File: src/rtl/dram_store_buf_pkg.sv
// Shared defaults for the posted-write store buffer between MEM and the data RAM.
package dram_store_buf_pkg;
    localparam int SB_DEPTH = 4;
    localparam int SB_AW    = 14;
    localparam int SB_DW    = 32;
    // Store-to-load forwarding enable; off makes loads read DRAM directly.
    localparam bit CON_ENABLE = 1'b1;

    function automatic int sb_cnt_w(input int depth);
        return $clog2(depth) + 1;
    endfunction
endpackage

File: src/rtl/dram_store_buf_if.sv
// MEM-side request/forward signals and DRAM-side drain handshake of the store buffer.
interface dram_store_buf_if
    import dram_store_buf_pkg::*;
#(
    parameter int DEPTH = SB_DEPTH,
    parameter int AW    = SB_AW,
    parameter int DW    = SB_DW
);
    localparam int CW = sb_cnt_w(DEPTH);

    logic          mem_dram_we_i;
    logic          mem_is_load_i;
    logic [AW-1:0] mem_dram_adr_i;
    logic [DW-1:0] mem_dram_wd_i;
    logic          sb_stall_o;
    logic          dram_we_o;
    logic [AW-1:0] dram_adr_o;
    logic [DW-1:0] dram_wd_o;
    logic          dram_ready_i;
    logic [DW-1:0] dram_rd_i;
    logic [DW-1:0] mem_dram_rd_o;
    logic          sb_empty_o;
    logic [CW-1:0] sb_count_o;

    modport slave (
        input  mem_dram_we_i, mem_is_load_i, mem_dram_adr_i, mem_dram_wd_i,
               dram_ready_i, dram_rd_i,
        output sb_stall_o, dram_we_o, dram_adr_o, dram_wd_o,
               mem_dram_rd_o, sb_empty_o, sb_count_o
    );

    modport master (
        output mem_dram_we_i, mem_is_load_i, mem_dram_adr_i, mem_dram_wd_i,
               dram_ready_i, dram_rd_i,
        input  sb_stall_o, dram_we_o, dram_adr_o, dram_wd_o,
               mem_dram_rd_o, sb_empty_o, sb_count_o
    );
endinterface

File: src/rtl/dram_store_buf_sb_fwd_match.sv
// Age-ordered address match: picks the youngest valid entry holding the load address.
module sb_fwd_match
    import dram_store_buf_pkg::*;
#(
    parameter int DEPTH = SB_DEPTH,
    parameter int AW    = SB_AW
) (
    input  logic [DEPTH-1:0][AW-1:0]     ent_adr,
    input  logic [DEPTH-1:0]             ent_vld,
    input  logic [$clog2(DEPTH)-1:0]     rd_ptr,
    input  logic [$clog2(DEPTH):0]       count,
    input  logic [AW-1:0]                ld_adr,
    output logic                         hit,
    output logic [$clog2(DEPTH)-1:0]     win_idx
);
    localparam int PW = $clog2(DEPTH);
    localparam int CW = PW + 1;

    logic [DEPTH-1:0] match;
    logic [PW-1:0]    idx;

    for (genvar e = 0; e < DEPTH; e++) begin : g_cmp
        assign match[e] = ent_vld[e] && (ent_adr[e] == ld_adr);
    end

    // Walk oldest to youngest so the last hit taken is the youngest one.
    always_comb begin
        hit     = 1'b0;
        win_idx = '0;
        idx     = '0;
        for (int k = 0; k < DEPTH; k++) begin
            idx = rd_ptr + PW'(k);
            if ((CW'(k) < count) && match[idx]) begin
                hit     = 1'b1;
                win_idx = idx;
            end
        end
    end
endmodule

File: src/rtl/dram_store_buf.sv
// Posted-write store buffer: FIFO of committed stores drained to DRAM, with load forwarding.
module dram_store_buf
    import dram_store_buf_pkg::*;
#(
    parameter int DEPTH = SB_DEPTH,
    parameter int AW    = SB_AW,
    parameter int DW    = SB_DW
) (
    input  logic           clk_i,
    input  logic           rst_n_i,
    dram_store_buf_if.slave sb
);
    localparam int PW = $clog2(DEPTH);
    localparam int CW = PW + 1;

    logic [DEPTH-1:0][AW-1:0] adr_q;
    logic [DEPTH-1:0][DW-1:0] wd_q;
    logic [DEPTH-1:0]         vld_q;
    logic [PW-1:0]            wr_ptr, rd_ptr;
    logic [CW-1:0]            count;

    logic          full, enq, deq, fwd_hit;
    logic [PW-1:0] fwd_idx;

    // Stall and enqueue use start-of-cycle count only: a same-cycle drain never frees a slot.
    assign full = (count == CW'(DEPTH));
    assign enq  = sb.mem_dram_we_i && !full;
    assign deq  = (count != '0) && sb.dram_ready_i;

    always_ff @(posedge clk_i or negedge rst_n_i) begin
        if (!rst_n_i) begin
            adr_q  <= '0;
            wd_q   <= '0;
            vld_q  <= '0;
            wr_ptr <= '0;
            rd_ptr <= '0;
            count  <= '0;
        end else begin
            if (enq) begin
                adr_q[wr_ptr] <= sb.mem_dram_adr_i;
                wd_q[wr_ptr]  <= sb.mem_dram_wd_i;
                vld_q[wr_ptr] <= 1'b1;
                wr_ptr        <= wr_ptr + PW'(1);
            end
            if (deq) begin
                vld_q[rd_ptr] <= 1'b0;
                rd_ptr        <= rd_ptr + PW'(1);
            end
            if (enq && !deq)      count <= count + CW'(1);
            else if (!enq && deq) count <= count - CW'(1);
        end
    end

    sb_fwd_match #(.DEPTH(DEPTH), .AW(AW)) u_fwd (
        .ent_adr (adr_q),
        .ent_vld (vld_q),
        .rd_ptr  (rd_ptr),
        .count   (count),
        .ld_adr  (sb.mem_dram_adr_i),
        .hit     (fwd_hit),
        .win_idx (fwd_idx)
    );

    assign sb.sb_stall_o    = sb.mem_dram_we_i && full;
    assign sb.dram_we_o     = (count != '0);
    assign sb.dram_adr_o    = adr_q[rd_ptr];
    assign sb.dram_wd_o     = wd_q[rd_ptr];
    // A head entry draining this cycle still forwards; DRAM only updates at the edge.
    assign sb.mem_dram_rd_o = (CON_ENABLE && sb.mem_is_load_i && fwd_hit) ? wd_q[fwd_idx]
                                                                           : sb.dram_rd_i;
    assign sb.sb_empty_o    = (count == '0);
    assign sb.sb_count_o    = count;
endmodule

File: src/flat_wrapper.sv
// flat-port wrapper written by rule: the top's interface ports become plain ports
module dram_store_buf_flat import dram_store_buf_pkg::*;
#(
    parameter int DEPTH = SB_DEPTH,
    parameter int AW    = SB_AW,
    parameter int DW    = SB_DW
)
  (clk_i, rst_n_i, sb_mem_dram_we_i, sb_mem_is_load_i, sb_mem_dram_adr_i, sb_mem_dram_wd_i, sb_dram_ready_i, sb_dram_rd_i, sb_sb_stall_o, sb_dram_we_o, sb_dram_adr_o, sb_dram_wd_o, sb_mem_dram_rd_o, sb_sb_empty_o, sb_sb_count_o);
  dram_store_buf_if #(.DEPTH(DEPTH), .AW(AW), .DW(DW)) sb_i ();
  input  logic clk_i;
  input  logic rst_n_i;
  input wire logic [$bits(sb_i.mem_dram_we_i)-1:0] sb_mem_dram_we_i;
  input wire logic [$bits(sb_i.mem_is_load_i)-1:0] sb_mem_is_load_i;
  input wire logic [$bits(sb_i.mem_dram_adr_i)-1:0] sb_mem_dram_adr_i;
  input wire logic [$bits(sb_i.mem_dram_wd_i)-1:0] sb_mem_dram_wd_i;
  input wire logic [$bits(sb_i.dram_ready_i)-1:0] sb_dram_ready_i;
  input wire logic [$bits(sb_i.dram_rd_i)-1:0] sb_dram_rd_i;
  output wire logic [$bits(sb_i.sb_stall_o)-1:0] sb_sb_stall_o;
  output wire logic [$bits(sb_i.dram_we_o)-1:0] sb_dram_we_o;
  output wire logic [$bits(sb_i.dram_adr_o)-1:0] sb_dram_adr_o;
  output wire logic [$bits(sb_i.dram_wd_o)-1:0] sb_dram_wd_o;
  output wire logic [$bits(sb_i.mem_dram_rd_o)-1:0] sb_mem_dram_rd_o;
  output wire logic [$bits(sb_i.sb_empty_o)-1:0] sb_sb_empty_o;
  output wire logic [$bits(sb_i.sb_count_o)-1:0] sb_sb_count_o;
  assign sb_i.mem_dram_we_i = sb_mem_dram_we_i;
  assign sb_i.mem_is_load_i = sb_mem_is_load_i;
  assign sb_i.mem_dram_adr_i = sb_mem_dram_adr_i;
  assign sb_i.mem_dram_wd_i = sb_mem_dram_wd_i;
  assign sb_i.dram_ready_i = sb_dram_ready_i;
  assign sb_i.dram_rd_i = sb_dram_rd_i;
  assign sb_sb_stall_o = sb_i.sb_stall_o;
  assign sb_dram_we_o = sb_i.dram_we_o;
  assign sb_dram_adr_o = sb_i.dram_adr_o;
  assign sb_dram_wd_o = sb_i.dram_wd_o;
  assign sb_mem_dram_rd_o = sb_i.mem_dram_rd_o;
  assign sb_sb_empty_o = sb_i.sb_empty_o;
  assign sb_sb_count_o = sb_i.sb_count_o;
  dram_store_buf #(.DEPTH(DEPTH), .AW(AW), .DW(DW)) u_core (.clk_i(clk_i), .rst_n_i(rst_n_i), .sb(sb_i));
endmodule
File: config.mk
export PLATFORM = sky130hd
export DESIGN_NAME = dram_store_buf_flat
export DESIGN_NICKNAME = d
export VERILOG_FILES = /design/src/rtl/dram_store_buf_pkg.sv /design/src/rtl/dram_store_buf_if.sv /design/src/rtl/dram_store_buf_sb_fwd_match.sv /design/src/rtl/dram_store_buf.sv /design/src/flat_wrapper.sv
export SDC_FILE = /design/constraint.sdc
export NUM_CORES = 1
export LEC_CHECK = 0
export CORE_AREA = 2 2 151 153
export DETAILED_ROUTE_END_ITERATION = 10
export DIE_AREA = 0 0 153 155
export DONT_BUFFER_PORTS = 1
export PLACE_DENSITY = 0.78
export SLEW_MARGIN = 20
export SYNTH_ARGS = -nofsm -noshare
export SYNTH_HDL_FRONTEND = slang
export SYNTH_SLANG_ARGS = --single-unit
File: constraint.sdc
create_clock -name clk_i -period 3.5 [get_ports clk_i]
set_input_delay 0.7 -clock clk_i [delete_from_list [all_inputs] [get_ports clk_i]]
set_output_delay 0.7 -clock clk_i [all_outputs]
set_load 0.05 [all_outputs]
# Word level (Yosys, flattened, before mapping)
# Index checks and enable logic that the tools add are counted.
# totals
register_bits,195
in_bits,83
output_inout_bits,84
word_cells,97
# classes
add_sub_neg,6
magnitude_cmp,12
eq_ne,5
muxes,37
n_bitwise,3
reduce_logical,22
# ops
operator,count
32-bit binary-select mux with 2-bit select,2
128-bit bitwise mux,1
32-bit 2-to-1 mux,4
32-bit demux with 2-bit select,1
56-bit bitwise mux,1
14-bit equality test,4
14-bit binary-select mux with 2-bit select,1
14-bit demux with 2-bit select,1
14-bit 2-to-1 mux,2
2-bit by 3-bit < comparator with 1-bit output (second input constant),6
1-bit logical AND,16
1-bit 2-to-1 mux,10
1-bit binary-select mux with 2-bit select,4
2-bit 2-to-1 mux,4
4-bit 2-to-1 mux,2
1-bit by 3-bit < comparator with 1-bit output (first input constant),2
2-bit by 3-bit < comparator with 1-bit output (first input constant),2
3-bit 2-to-1 mux,2
2-bit by 1-bit adder with 2-bit output (second input constant),2
2-bit adder (second input constant),2
4-bit AND,1
1-bit demux with 2-bit select,2
2-bit by 1-bit >= comparator with 1-bit output (second input constant),2
4-bit NOT,1
other kinds (8),10

# Logic depth before layout (Yosys ltp)
# Gate-level depths: netlist of the first run.
# depth
ltp_word,12
depth_mapped,14
mapped_depth_nobuf,10

# Modules after synthesis
# Synthesis of the first run repeated with hierarchy kept, for this count alone.
# hier_totals
cells_unflattened,784
hier_area_um2,10950.5
# by_module_without_submodules
module,instances,cells_per_inst,area_per_inst_um2,seq_area_each_um2
dram_store_buf,1,647,9738.1,4879.7
sb_fwd_match,1,137,1212.4,0.0

# Least setup slack after synthesis of the first run
# OpenSTA, ideal clock, no wires.
# synth_path
path_kind,input to output
start,input sb_mem_dram_adr_i[6]
end,output sb_mem_dram_rd_o[15]
arrival_time_ns,3.496
path_slack_ns,-0.696
cell_stages,12
path_buffers,3
path_cell_list,buf_4 > xnor2_1 > nand4_1 > or4b_1 > nor2_1 > a221oi_1 > o311ai_2 > nand2_1 > or2_1 > buf_2 > buf_2 > o21ai_1
# synth_between
elab_chain_len,12
elab_cells_between_ends,32
classes_between,eq/ne: 4; mux: 19; reduce/logical: 9
# synth_lines
element,line_no,text
"start, declared",flat_wrapper.sv:14,input wire logic [$bits(sb_i.mem_dram_adr_i)-1:0] sb_mem_dram_adr_i;
14-bit equality test,dram_store_buf_sb_fwd_match.sv:23,assign match[e] = ent_vld[e] && (ent_adr[e] == ld_adr);
1-bit logical AND,dram_store_buf_sb_fwd_match.sv:23,
1-bit binary-select mux with 2-bit select,dram_store_buf_sb_fwd_match.sv:33,if ((CW'(k) < count) && match[idx]) begin
1-bit 2-to-1 mux (implied by the code),dram_store_buf_sb_fwd_match.sv:33,
1-bit logical AND,dram_store_buf_sb_fwd_match.sv:33,
2-bit 2-to-1 mux (4 in a row),dram_store_buf_sb_fwd_match.sv:33,
32-bit binary-select mux with 2-bit select,dram_store_buf.sv:69,assign sb.mem_dram_rd_o = (CON_ENABLE && sb.mem_is_load_i && fwd_hit) ? wd_q[fwd_idx]
32-bit 2-to-1 mux (implied by the code),dram_store_buf.sv:69,
32-bit 2-to-1 mux *,dram_store_buf.sv:69,
"end, declared",flat_wrapper.sv:22,output wire logic [$bits(sb_i.mem_dram_rd_o)-1:0] sb_mem_dram_rd_o;
# Every way passes the cells marked *; elsewhere a longest branch is shown, timed or not. The select of a mux whose other input is x is not followed.

# Worst setup path in the final report of the first run
# layout_path
start,register u_core.adr_q[51] (netlist name)
end,output sb_mem_dram_rd_o[18]
# layout_between
elab_chain_len,12
elab_cells_between_ends,26
classes_between,eq/ne: 1; mux: 19; reduce/logical: 6
# layout_lines
element,line_no,text
"start, declared",dram_store_buf.sv:16,logic [DEPTH-1:0][AW-1:0] adr_q;
"start signal, assigned by index",dram_store_buf.sv:40,adr_q[wr_ptr] <= sb.mem_dram_adr_i;
14-bit equality test *,dram_store_buf_sb_fwd_match.sv:23,
1-bit logical AND *,dram_store_buf_sb_fwd_match.sv:23,
1-bit binary-select mux with 2-bit select,dram_store_buf_sb_fwd_match.sv:33,
1-bit 2-to-1 mux (implied by the code),dram_store_buf_sb_fwd_match.sv:33,
1-bit logical AND,dram_store_buf_sb_fwd_match.sv:33,
2-bit 2-to-1 mux (4 in a row),dram_store_buf_sb_fwd_match.sv:33,
32-bit binary-select mux with 2-bit select,dram_store_buf.sv:69,
32-bit 2-to-1 mux (implied by the code),dram_store_buf.sv:69,
32-bit 2-to-1 mux *,dram_store_buf.sv:69,
# Marks and branches as above.

==> results.json, run 1 <==
{
  "cts-root-buf": "clkbuf_16",
  "stdcell_area_mm2": 0.0144,
  "power.density_mw_per_mm2": 1030,
  "die_area_mm2": 0.0237,
  "nNetsFinal": 1060,
  "period_share": 1.22,
  "crit_start": "u_core.adr_q[51]",
  "syn2layout_area_growth_pct": 27.1,
  "cp_slowest_cell": "dfrtp_1",
  "crit_fanout": 15,
  "whs_ps": -51.9,
  "grt_usage": 0.253,
  "critPathRequiredTime_ps": 2800,
  "postRouteAntennaNets": 0,
  "ys_ff_latch": 195,
  "fp-row-count": 55,
  "start_util": 0.510,
  "fin_ws_ps": -766,
  "grt_pass1_wl_um": 46400,
  "synthTopCellsByArea": "dfrtp_1, mux2_2, mux4_2",
  "core_mm2": 0.0222,
  "drt_iter0_markers": 472,
  "reg2reg_from": "u_core.sb.sb_count_o[0]",
  "crit_type": "register to output port",
  "numPortBuffers": 0,
  "yosysSeqAreaShare": 0.430,
  "leakage_nw": 5.84,
  "ios": 167,
  "grt_pass1_vias": 8307,
  "die_y_um": 155,
  "drcViolationCount": 0,
  "antenna_cells": 0,
  "final_hold_viol_count": 59,
  "gr-total-overflow": 0,
  "viasPerCell": 6.22,
  "cp.arrival_ps": 3570,
  "cts_tree": "done",
  "yosysUniqueCellTypes": 63,
  "dr.pass1.iters": 5,
  "cts.path.max_buffers": 2,
  "placed_cell_area_mm2": 0.0133,
  "cpPeakStageDelay_ps": 410,
  "dp_cells": 1216,
  "max-slew-margin-rel": 0.553,
  "violations": "hold timing, setup timing",
  "stdcell_count": 1262,
  "yosysTopAreaCell": "dfrtp_1",
  "syn-num-nets": 939,
  "synthesis.area_mm2": 0.0113,
  "synthCells": 843,
  "synth_top_area_share": 0.430,
  "clk_pin_slew_ps": 80,
  "pre_cts_slack_ps": -624,
  "final-setup-viol-count": 32,
  "wl_per_cell_um": 24.0,
  "skew_ps": 10.8,
  "critPathLaunchType": "register",
  "dominantRegCellSynth": "dfrtp_1",
  "drv_slew": 0,
  "cts_buffers": 17,
  "antenna_found_initial": 1,
  "clock_sinks": 195,
  "wl_um": 30300,
  "synth_area_per_cell_um2": 13.5,
  "rsz0062_at_grt": "yes",
  "tightestPinTransition_ps": 671,
  "period_minus_slack_ps": 4270,
  "hpwl_um": 19600,
  "ir_drop_mv": 0.702,
  "mostFrequentLayoutCells": "dfrtp_1, mux2_2, buf_4, mux4_2, mux2i_1",
  "fmax_mhz": 234,
  "crit_chain": "xnor2_2 -> nand4_1 -> nor4_4 -> mux2_4 -> a311oi_2 -> a22oi_2 -> mux2_4 -> buf_16 -> mux2_4 -> a22oi_2 -> o21ai_4 -> buf_12",
  "clk_latency_ps": 440,
  "drive_gt1_frac": 0.596,
  "h-tree-depth": 4,
  "p_total_mw": 14.9,
  "synth_edf_count": 0,
  "grt_max_degree": 196,
  "status": "finished, violations left",
  "synthArstFlopShare": 1.00,
  "crit_top_cell": "mux2_4",
  "yosys_warnings": 0,
  "worstSetupEndpointType": "output port",
  "vias": 7855,
  "final_common_cell": "dfrtp_1",
  "drv_cap": 0,
  "die_w_um": 153,
  "setup_tns_ps": -22370,
  "hold_class": "input pin to async pin",
  "post-route-util": 0.649,
  "gp_congestion": 0.959
}
==> flip-flops by register name (all words and copies together), names as in the netlist <==
register	cells
u_core.sb.sb_count_o	3
u_core.adr_q	56
u_core.vld_q	4
u_core.wd_q	128
u_core.wr_ptr	2
u_core.rd_ptr	2
==> kinds of logic after synthesis <==
kind of cell	synth area share
compound gates	0.0644
xor+xnor	0.0559
fa+ha+maj	0.0143
buf+inv	0.0440
flops	0.430
mux	0.344
simple gates	0.0468
==> power by group <==
group	switching, mW	leakage, nW	internal [mW]	total [mW]
combinational	4.78	3.24	3.71	8.49
clock	1.00	0.286	0.981	1.98
sequential	0.996	2.31	3.43	4.43
total	6.78	5.84	8.12	14.9
==> cell usage after synthesis, types with 2 or more instances <==
library cell	number
o21ai_0	8
and4_1	3
mux2_4	13
mux2i_1	51
dfrtp_1	195
nand3_1	6
nand4_1	21
ha_1	13
buf_4	4
a32oi_1	2
xor2_1	4
a2bb2oi_1	14
buf_12	6
a22oi_1	19
mux4_2	46
mux2_2	192
nand2_1	21
nor3_1	3
xnor2_2	10
xnor2_1	48
o21ai_1	33
and4b_1	2
buf_2	5
clkbuf_1	28
nor2_1	15
nor4_2	7
buf_6	13
a21oi_1	10
buf_1	7
or3_1	2
inv_1	10
==> worst max-delay path: cells and delay by family, from the launching register on <==
| family | cells | cell delay (ps) |
|---|---|---|
| AOI/OAI and AO/OA | 4 | 650 |
| xor gates and xnor gates | 1 | 230 |
| buffers and inverters | 2 | 350 |
| DFF | 1 | 410 |
| muxes | 3 | 920 |
| and+or+nand+nor | 2 | 550 |
==> routing by layer <==
layer  up-vias  track usage  share of wire
li1       3433            -              -
met1      4099        0.303           0.40
met2       254        0.433           0.51
met3        67       0.0705          0.064
met4         2        0.103          0.028
met5         -            0        0.00043
==> final timing paths <==
| kind | slack, ps | cells after the start | end |
|---|---|---|---|
| worst max-delay path | -770 | 12 | sb_mem_dram_rd_o[18] |
| worst min-delay path | -50 | 0 | u_core.wd_q[42] |
| worst max register to register | 1010 | 8 | u_core.sb.sb_count_o[2] |
| worst min register to register | 530 | 1 | u_core.wd_q[74] |
| max in group asynchronous | 3180 | 0 | u_core.sb.sb_count_o[2] |
| min in group clk_i | 400 | 1 | u_core.adr_q[35] |
==> layout make-up <==
| class | instances | area (um^2) |
|---|---|---|
| clock buffers | 18 | 439 |
| clock inverters | 14 | 160 |
| fillers | 1577 | 7810 |
| inverters | 11 | 41.3 |
| multi-input cells | 573 | 6810 |
| flip-flops and latches | 195 | 4880 |
| well taps | 285 | 357 |
| repair buffers | 166 | 1720 |
==> timing repair <==
action / 4_1_cts / 5_1_grt
cloned: 3 / 2
setup endpoints to repair: 32 / 32
hold endpoints to repair: 195 / 195
pin swaps: 19 / 17
setup buffers: 8 / 2
gates resized for setup: 47 / 18
(Power assumes the default switching activity.)
==> run 2: changes to the inputs <==
--- a/config.mk
+++ b/config.mk
@@ -10,7 +10,7 @@
 export DIE_AREA = 0 0 153 155
 export DONT_BUFFER_PORTS = 1
 export PLACE_DENSITY = 0.78
-export SLEW_MARGIN = 20
+export SLEW_MARGIN = 30
 export SYNTH_ARGS = -nofsm -noshare
 export SYNTH_HDL_FRONTEND = slang
 export SYNTH_SLANG_ARGS = --single-unit
==> results of run 2 <==
The final DEF is identical to that of run 1; final timing and power are the same.
